===== src/rtl/nn_upscale3x_stream.sv =====
// 3x nearest-neighbour upscaler: each pixel is emitted 3 times per line, and each line 3 times.
// The first copy of a line streams from the input hold register. The two repeats replay the line buffer.
module nn_upscale3x_stream #(
    parameter int PIX_W = 8,
    parameter int IMG_W = 64
) (
    input  logic             clk,
    input  logic             rst,
    input  logic             in_valid,
    output logic             in_ready,
    input  logic [PIX_W-1:0] in_pixel,
    output logic             out_valid,
    input  logic             out_ready,
    output logic [PIX_W-1:0] out_pixel,
    output logic             out_sol,
    output logic             out_eol,
    output logic [1:0]       rep_phase,
    output logic [1:0]       row_phase
);

    localparam int              CW        = (IMG_W > 1) ? $clog2(IMG_W) : 1;
    localparam logic [CW-1:0]   COL_LAST  = CW'(IMG_W - 1);
    localparam logic [1:0]      ROW_FILL  = 2'd0;
    localparam logic [1:0]      ROW_LAST  = 2'd2;
    localparam logic [1:0]      PH_LAST   = 2'd2;

    logic [CW-1:0]    col_q, col_d;
    logic [1:0]       hph_q, hph_d;
    logic [1:0]       vrow_q, vrow_d;
    logic             hold_valid_q, hold_valid_d;
    logic [PIX_W-1:0] hold_pix_q, hold_pix_d;
    logic [PIX_W-1:0] line_mem [IMG_W];

    logic             fill, last_ph, last_col, xfer, accept;
    logic [CW-1:0]    wr_addr;

    always_comb begin
        fill      = (vrow_q == ROW_FILL);
        last_ph   = (hph_q == PH_LAST);
        last_col  = (col_q == COL_LAST);
        out_valid = fill ? hold_valid_q : 1'b1;
        xfer      = out_valid & out_ready;
        // Prefetch the next pixel on the final copy of the current one, except at end of line
        in_ready  = fill & (!hold_valid_q | (xfer & last_ph & !last_col));
        accept    = in_valid & in_ready;
        // An accept during a held pixel belongs to the next column
        wr_addr   = hold_valid_q ? (col_q + CW'(1)) : col_q;
        out_pixel = fill ? hold_pix_q : line_mem[col_q];
        out_sol   = out_valid & (col_q == '0) & (hph_q == 2'd0);
        out_eol   = out_valid & last_col & last_ph;
        rep_phase = hph_q;
        row_phase = vrow_q;

        col_d        = col_q;
        hph_d        = hph_q;
        vrow_d       = vrow_q;
        hold_valid_d = hold_valid_q;
        hold_pix_d   = hold_pix_q;

        if (xfer) begin
            if (last_ph) begin
                hph_d = 2'd0;
                if (last_col) begin
                    col_d  = '0;
                    vrow_d = (vrow_q == ROW_LAST) ? ROW_FILL : (vrow_q + 2'd1);
                end else begin
                    col_d = col_q + CW'(1);
                end
                if (fill)
                    hold_valid_d = 1'b0;
            end else begin
                hph_d = hph_q + 2'd1;
            end
        end

        if (accept) begin
            hold_valid_d = 1'b1;
            hold_pix_d   = in_pixel;
        end
    end

    always_ff @(posedge clk or negedge rst) begin
        if (!rst) begin
            col_q        <= '0;
            hph_q        <= 2'd0;
            vrow_q       <= ROW_FILL;
            hold_valid_q <= 1'b0;
            hold_pix_q   <= '0;
        end else begin
            col_q        <= col_d;
            hph_q        <= hph_d;
            vrow_q       <= vrow_d;
            hold_valid_q <= hold_valid_d;
            hold_pix_q   <= hold_pix_d;
        end
    end

    // Line buffer is deliberately left uninitialised; every replay is preceded by a full fill
    always_ff @(posedge clk) begin
        if (accept)
            line_mem[wr_addr] <= in_pixel;
    end

endmodule

===== config.mk =====
export PLATFORM = sky130hd
export DESIGN_NAME = nn_upscale3x_stream
export DESIGN_NICKNAME = d
export VERILOG_FILES = /design/src/rtl/nn_upscale3x_stream.sv
export SDC_FILE = /design/constraint.sdc
export NUM_CORES = 1
export LEC_CHECK = 0
export CAP_MARGIN = 25
export CELL_PAD_IN_SITES_DETAIL_PLACEMENT = 0
export CELL_PAD_IN_SITES_GLOBAL_PLACEMENT = 1
export CORE_ASPECT_RATIO = 0.9
export CORE_MARGIN = 3
export CORE_UTILIZATION = 49
export DETAILED_ROUTE_END_ITERATION = 10
export HOLD_SLACK_MARGIN = 0.1
export PLACE_DENSITY = 0.83
export REMOVE_ABC_BUFFERS = 1
export SLEW_MARGIN = 0
export SYNTH_ARGS = -nofsm -noshare
export SYNTH_HDL_FRONTEND = slang
export SYNTH_SLANG_ARGS = --single-unit

===== constraint.sdc =====
create_clock -name clk -period 3 [get_ports clk]
set_clock_uncertainty 0.05 [all_clocks]
set_input_delay 0.6 -clock clk [delete_from_list [all_inputs] [get_ports clk]]
set_output_delay 0.6 -clock clk [all_outputs]
set_load 0.01 [all_outputs]

# [Yosys cells after proc, flatten, opt, wreduce, memory -nomap -nowiden]
# Memories as Yosys holds them, arrays and structs flattened.
# Cells that the tools add are included.
[totals] romBits=0 output_inout_bits=16 ramBits=512 n_memories=1 reg_bits=19 in_bits=12 latch_bits=0
[mem_list] memory="line_mem" depth=64 width=8 read_ports=1 rd_ports_with_merged_regs=0 write_ports=1 line="32" rtl="logic [PIX_W-1:0] line_mem [IMG_W];"
[classes] reduce_logical=11 eq_ne=3 add_sub_neg=3 mul=0 bitwise=10 magnitude_cmp=0 div_mod_pow=0 n_shift=0 mux=12
[op_table] operator="2-to-1 mux 6 bit" count=2
[op_table] operator="AND 1 bit" count=9
[op_table] operator="2-to-1 mux 8 bit" count=1
[op_table] operator="2-to-1 mux 1 bit" count=7
[op_table] operator="adder 6 x 1 -> 6 bit, second input constant" count=1
[op_table] operator="== test 6 bit, second input constant" count=1
[op_table] operator="logical NOT 6 bit" count=1
[op_table] operator="AND reduction 3 bit" count=2
[op_table] operator="nonzero test 2 bit" count=3
[op_table] operator="adder 2 x 1 -> 2 bit, second input constant" count=2
[op_table] operator="== test 2 bit, second input constant" count=2
[op_table] operator="logical NOT 2 bit" count=2
[op_table] operator="2-to-1 mux 2 bit" count=2
[op_table] operator="logical NOT 1 bit" count=2
[op_table] operator="AND reduction 2 bit" count=1
[op_table] operator="OR 1 bit" count=1

# [Longest topological paths before layout]
[logic_depth] ltp_word=10 depth_mapped=11 depth_no_buf=7

# [Least setup slack after synthesis]
# No wires, ideal clock.
[synth_timing] path_kind="register to register" startpoint="reg col_q[0]" endpoint="mem line_mem[29][0] (enable)" slack_ps=-89 path_stages_with_launch=12 t_required_ps=2577 t_arrival_ps=2666 path_cell_list="dfrtp_1 buf_6 buf_12 buf_4 buf_4 inv_1 ha_1 nand2b_1 o22a_1 o22ai_1 nand4_1 nor2b_1"
[synth_between] elab_chain_cells=8 elab_cells_between_ends=10 cone_classes="add/sub (1); eq/ne (1); mux (3); bitwise (4); reduce/logical (1)"
[synth_rtl] item="start: declaration" line="27" rtl="logic [CW-1:0] col_q, col_d;"
[synth_rtl] item="start signal: assignment" line="90" rtl="col_q <= col_d;"
[synth_rtl] item="== test 6 bit" line="40" rtl="last_col = (col_q == COL_LAST);"
[synth_rtl] item="logical NOT 1 bit" line="44" rtl="in_ready = fill & (!hold_valid_q | (xfer & last_ph & !last_col));"
[synth_rtl] item="AND 1 bit" line="44"
[synth_rtl] item="OR 1 bit" line="44"
[synth_rtl] item="AND 1 bit" line="44"
[synth_rtl] item="AND 1 bit" line="45" rtl="accept = in_valid & in_ready;"
[synth_rtl] item="2-to-1 mux 1 bit" line="100" rtl="if (accept)"
[synth_rtl] item="2-to-1 mux 1 bit (not written as such)" line="101" rtl="line_mem[wr_addr] <= in_pixel;"
[synth_rtl] item="end: declaration" line="32"
# Several ways; a longest one is shown, not always the timed one.

# [Worst setup path after layout]
[layout_timing] startpoint="reg col_q[0]" endpoint="out out_pixel[2]"
[layout_between] elab_chain_cells=2
[layout_rtl] item="memory read (64 x 8 bit)"
[layout_rtl] item="2-to-1 mux 8 bit" line="48" rtl="out_pixel = fill ? hold_pix_q : line_mem[col_q];"
[layout_rtl] item="end: declaration" line="14" rtl="output logic [PIX_W-1:0] out_pixel,"
# Every way passes these cells.

==> results.sh <==
export IMPL_outcome="finished, violations left"
export IMPL_failing_checks="setup timing"
export IMPL_grt_ovfl_total=0
export IMPL_cp_cell_sequence="buf_12, buf_4, mux4_2, a22oi_1, a21oi_2, nor4_4, a21oi_2, buf_2"
export IMPL_insertedDiodeCount=0
export IMPL_totalPowerFinal_mw=23.67
export IMPL_internal_power_mw=16.03
export IMPL_wirelength_um=54170
export IMPL_finish_net_count=1406
export IMPL_grtUsageTotal_pct=23.61
export IMPL_placed_area_um2=23560
export IMPL_grt_pass1_wl_um=78750
export IMPL_via_per_inst=6.167
export IMPL_max_freq_mhz=269.8
export IMPL_initial_core_util_pct=50.20
export IMPL_rows=71
export IMPL_place_detailed_hpwl_um=33960
export IMPL_power_switching_share_pct=32.30
export IMPL_numClockSinks=531
export IMPL_die_height_um=203.2
export IMPL_ys_seq_elements=531
export IMPL_syn_mean_instance_area_um2=18.93
export IMPL_clock_insertion_delay_worst_skew_ns=0.60
export IMPL_clock_path_buffers=3
export IMPL_ys_async_sr_fraction_pct=3.578
export IMPL_final_period_minus_worst_setup_slack_ns=3.706
export IMPL_grt_max_degree=66
export IMPL_grt_pass1_vias=12150
export IMPL_relSlewSlack_pct=49.61
export IMPL_final_setup_worst_slack_ns=-0.7059
export IMPL_timing_critical_path_from_type="register"
export IMPL_mostFrequentLayoutCells="sky130_fd_sc_hd__edfxtp_1 (512), sky130_fd_sc_hd__buf_4 (168), sky130_fd_sc_hd__mux4_2 (91)"
export IMPL_cp_slowest_stage_delay_ns=0.55
export IMPL_antenna_found_initial=1
export IMPL_cts_root_buf="sky130_fd_sc_hd__clkbuf_16"
export IMPL_port_buffers=27
export IMPL_timing_critical_path_arrival_ns=3.06
export IMPL_final_core_utilization_pct=62.67
export IMPL_holdBufCountCts=0
export IMPL_required_ns=2.35
export IMPL_cts_buffers=51
export IMPL_detail_route_iter0_violations=1417
export IMPL_critPathMostFrequentCell="sky130_fd_sc_hd__a21oi_2"
export IMPL_crit_path_max_fanout=10
export IMPL_worst_setup_path_end_kind="primary output"
export IMPL_fp_dieW_um=225.2
export IMPL_htree_num_levels=2
export IMPL_post_cts_clock_slew_at_the_launch_and_capture_registers_of_the_worst_setup_and_hold_paths_ns=0.06
export IMPL_powerDensity_nw_per_um2=895.2
export IMPL_layout_cell_area_non_filler_um2=26450
export IMPL_cts_tree="done"
export IMPL_detailedRoute_firstPassIterationCount=6
export IMPL_timing_final_setup_violations=95
export IMPL_drc_errors=0
export IMPL_power_static_leakage_nw=8.774
export IMPL_routed_wire_length_per_instance_um=27.35
export IMPL_rsz_0062_raised_after_global_routing="yes"
export IMPL_dr_total_vias=12220
export IMPL_drtAntennaViolNets=0
export IMPL_number_of_instances_in_the_synthesized_netlist=1119
export IMPL_count_of_flip_flops_with_a_built_in_enable_after_synthesis=512
export IMPL_worst_slew_pin_transition_ns=0.7552
export IMPL_comb_power_share_pct=37.9
export IMPL_vdd_ir_drop_max_uv=447.0
export IMPL_critical_path_n_buffers_inverters=3
export IMPL_power_sequential_fraction_pct=36.3
export IMPL_cap_viol_max_count=0
export IMPL_yosys_cell_types_count=65
export IMPL_crit_path_top_delay_cell="sky130_fd_sc_hd__dfrtp_4"
export IMPL_area_growth_pct=24.85
export IMPL_floorplan_io_pins=28
export IMPL_mappedNetlistArea_um2=21180
export IMPL_flip_flop_cell_with_the_highest_count_after_synthesis="sky130_fd_sc_hd__edfxtp_1"
export IMPL_synth_warning_count=0
export IMPL_layout_commonest_cell="sky130_fd_sc_hd__edfxtp_1"
export IMPL_fp_dieArea_um2=45760
export IMPL_worst_path_dominant_cell_family="compound AO/OA/AOI/OAI gates"
export IMPL_pins_over_slew_limit=0
export IMPL_critPathKind="reg2out"
export IMPL_p_sw_mw=7.646
export IMPL_fp_coreArea_um2=42200
export IMPL_hold_viol_final=0
export IMPL_ys_seq_area_share_pct=74.83
export IMPL_drive_gt1_share_pct=42.33
export IMPL_final_min_period_over_clock_period_pct=123.5
export IMPL_share_of_total_power_in_the_clock_network_pct=25.8
export IMPL_gp_congestion=0.9379
export IMPL_kind_of_path_behind_the_tightest_hold_check="in2async"
## worst reg2reg max path, cell delays in order (launching register included)
cell                         delay, ns
sky130_fd_sc_hd__dfrtp_4          0.50
sky130_fd_sc_hd__buf_8            0.13
sky130_fd_sc_hd__buf_6            0.12
sky130_fd_sc_hd__clkinvlp_4       0.11
sky130_fd_sc_hd__buf_12           0.15
sky130_fd_sc_hd__buf_12           0.13
sky130_fd_sc_hd__buf_6            0.12
sky130_fd_sc_hd__ha_4             0.22
sky130_fd_sc_hd__nand2b_4         0.14
sky130_fd_sc_hd__o22a_1           0.23
sky130_fd_sc_hd__o22ai_2          0.22
sky130_fd_sc_hd__nand4_1          0.21
sky130_fd_sc_hd__buf_6            0.23
sky130_fd_sc_hd__nor2_4           0.12
sky130_fd_sc_hd__buf_8            0.15
## synthesized netlist by cell type, types with 3 or more instances
library cell / instances / share of area [%]
sky130_fd_sc_hd__a211o_1: 5 / 0.21
sky130_fd_sc_hd__a211oi_1: 10 / 0.35
sky130_fd_sc_hd__a21oi_1: 24 / 0.57
sky130_fd_sc_hd__a22oi_1: 11 / 0.39
sky130_fd_sc_hd__a31oi_1: 3 / 0.089
sky130_fd_sc_hd__a32oi_1: 4 / 0.17
sky130_fd_sc_hd__and2_1: 5 / 0.15
sky130_fd_sc_hd__buf_1: 3 / 0.053
sky130_fd_sc_hd__buf_2: 12 / 0.28
sky130_fd_sc_hd__buf_4: 10 / 0.35
sky130_fd_sc_hd__buf_6: 5 / 0.27
sky130_fd_sc_hd__clkbuf_1: 28 / 0.50
sky130_fd_sc_hd__dfrtp_1: 19 / 2.2
sky130_fd_sc_hd__edfxtp_1: 512 / 73
sky130_fd_sc_hd__inv_1: 6 / 0.11
sky130_fd_sc_hd__mux2_1: 3 / 0.16
sky130_fd_sc_hd__mux2_2: 52 / 2.8
sky130_fd_sc_hd__mux2i_1: 37 / 1.7
sky130_fd_sc_hd__mux4_2: 91 / 9.7
sky130_fd_sc_hd__nand2_1: 47 / 0.83
sky130_fd_sc_hd__nand2b_1: 4 / 0.12
sky130_fd_sc_hd__nand3_1: 5 / 0.12
sky130_fd_sc_hd__nand4_1: 8 / 0.24
sky130_fd_sc_hd__nor2_1: 77 / 1.4
sky130_fd_sc_hd__nor2b_1: 19 / 0.56
sky130_fd_sc_hd__nor3_1: 11 / 0.26
sky130_fd_sc_hd__nor4_1: 10 / 0.30
sky130_fd_sc_hd__o21a_1: 3 / 0.11
sky130_fd_sc_hd__o21ai_0: 5 / 0.12
sky130_fd_sc_hd__o221ai_1: 7 / 0.29
sky130_fd_sc_hd__o22ai_1: 32 / 0.95
sky130_fd_sc_hd__o2bb2ai_1: 3 / 0.12
sky130_fd_sc_hd__or2_2: 4 / 0.12
## per-layer routing
metal  up-vias  global-route usage [%]  wire length [um]
met5         -                       0                 0
met4         0                   7.102              1776
met3       132                   4.937              5135
met2       635                   36.66             25170
met1      6324                   34.25             22090
li1       5126                       -                 -
## kinds of logic (layout without fill, tap and decap cells)
kind of cell | Yosys count | count (layout) | synth area share (%)
flops | 531 | 531 | 74.83
simple gates | 202 | 202 | 4.495
mux | 184 | 184 | 14.47
compound gates | 130 | 130 | 4.294
buf+inv | 68 | 383 | 1.707
fa+ha+maj | 2 | 2 | 0.1181
xor+xnor | 2 | 2 | 0.08271
## sequential cells by signal, summed over array words and instances, names as in the netlist
signal,count
hold_valid_q,1
line_mem,512
hold_pix_q,8
rep_phase,2
col_q,6
row_phase,2
## path summary, 6_finish.rpt
| path | start | endpoint | slack [ns] | depth (start not counted) |
|---|---|---|---|---|
| worst min register to register | hold_pix_q[0] | hold_pix_q[0] | 0.46 | 1 |
| max in group asynchronous | rst | col_q[0] | 2.37 | 2 |
| worst min-delay path | rst | rep_phase[1] | 0.14 | 1 |
| worst max register to register | col_q[1] | line_mem[61][1] | -0.14 | 14 |
| worst max-delay path | col_q[0] | out_pixel[2] | -0.71 | 8 |
| min in group clk | in_pixel[0] | line_mem[24][0] | 0.32 | 1 |
## area by class of cell
cell class                 count  area, um^2
sequential                   531       15860
fill                        2811       15750
multi-input combinational    520        5645
timing repair buffer         279        2645
clock buffer                  60        1331
tap                          547       684.4
clock inverter                35       241.5
inverter                       9       37.54
## power by group through the flow
| stage | Clock, mW | Sequential (mW) | Combinational (mW) |
|---|---|---|---|
| finish | 6.11 | 8.58 | 8.98 |
| global route | 6.48 | 8.60 | 9.38 |
| CTS | 6.17 | 8.58 | 8.26 |
| detailed placement | 0 | 8.74 | 7.24 |
| global placement | 0 | 8.73 | 7.16 |
| floorplan | 0 | 9.13 | 3.10 |
## what timing repair did
action | CTS | global route
gates resized for setup | 138 | 140
setup endpoints to repair | 296 | 480
buffers inserted | 22 | 11
pin swaps | 24 | 36
cloned | 2 | 1
## per-stage QoR
stage	setup TNS, ns	instances	hold slack, ns	setup WS [ns]
2_1_floorplan	-2644.60	1060	0.2544	-5.065
3_3_place_gp	-19.24	1852	0.4418	-0.7463
3_5_place_dp	-27.23	1852	0.4466	-0.7397
4_1_cts	-5.424	1969	0.3007	-0.7017
5_1_grt	-23.67	1981	0.1291	-0.7737
6_report	-11.59	1981	0.1358	-0.7059
Note: power is estimated with default switching activity, not from simulation.
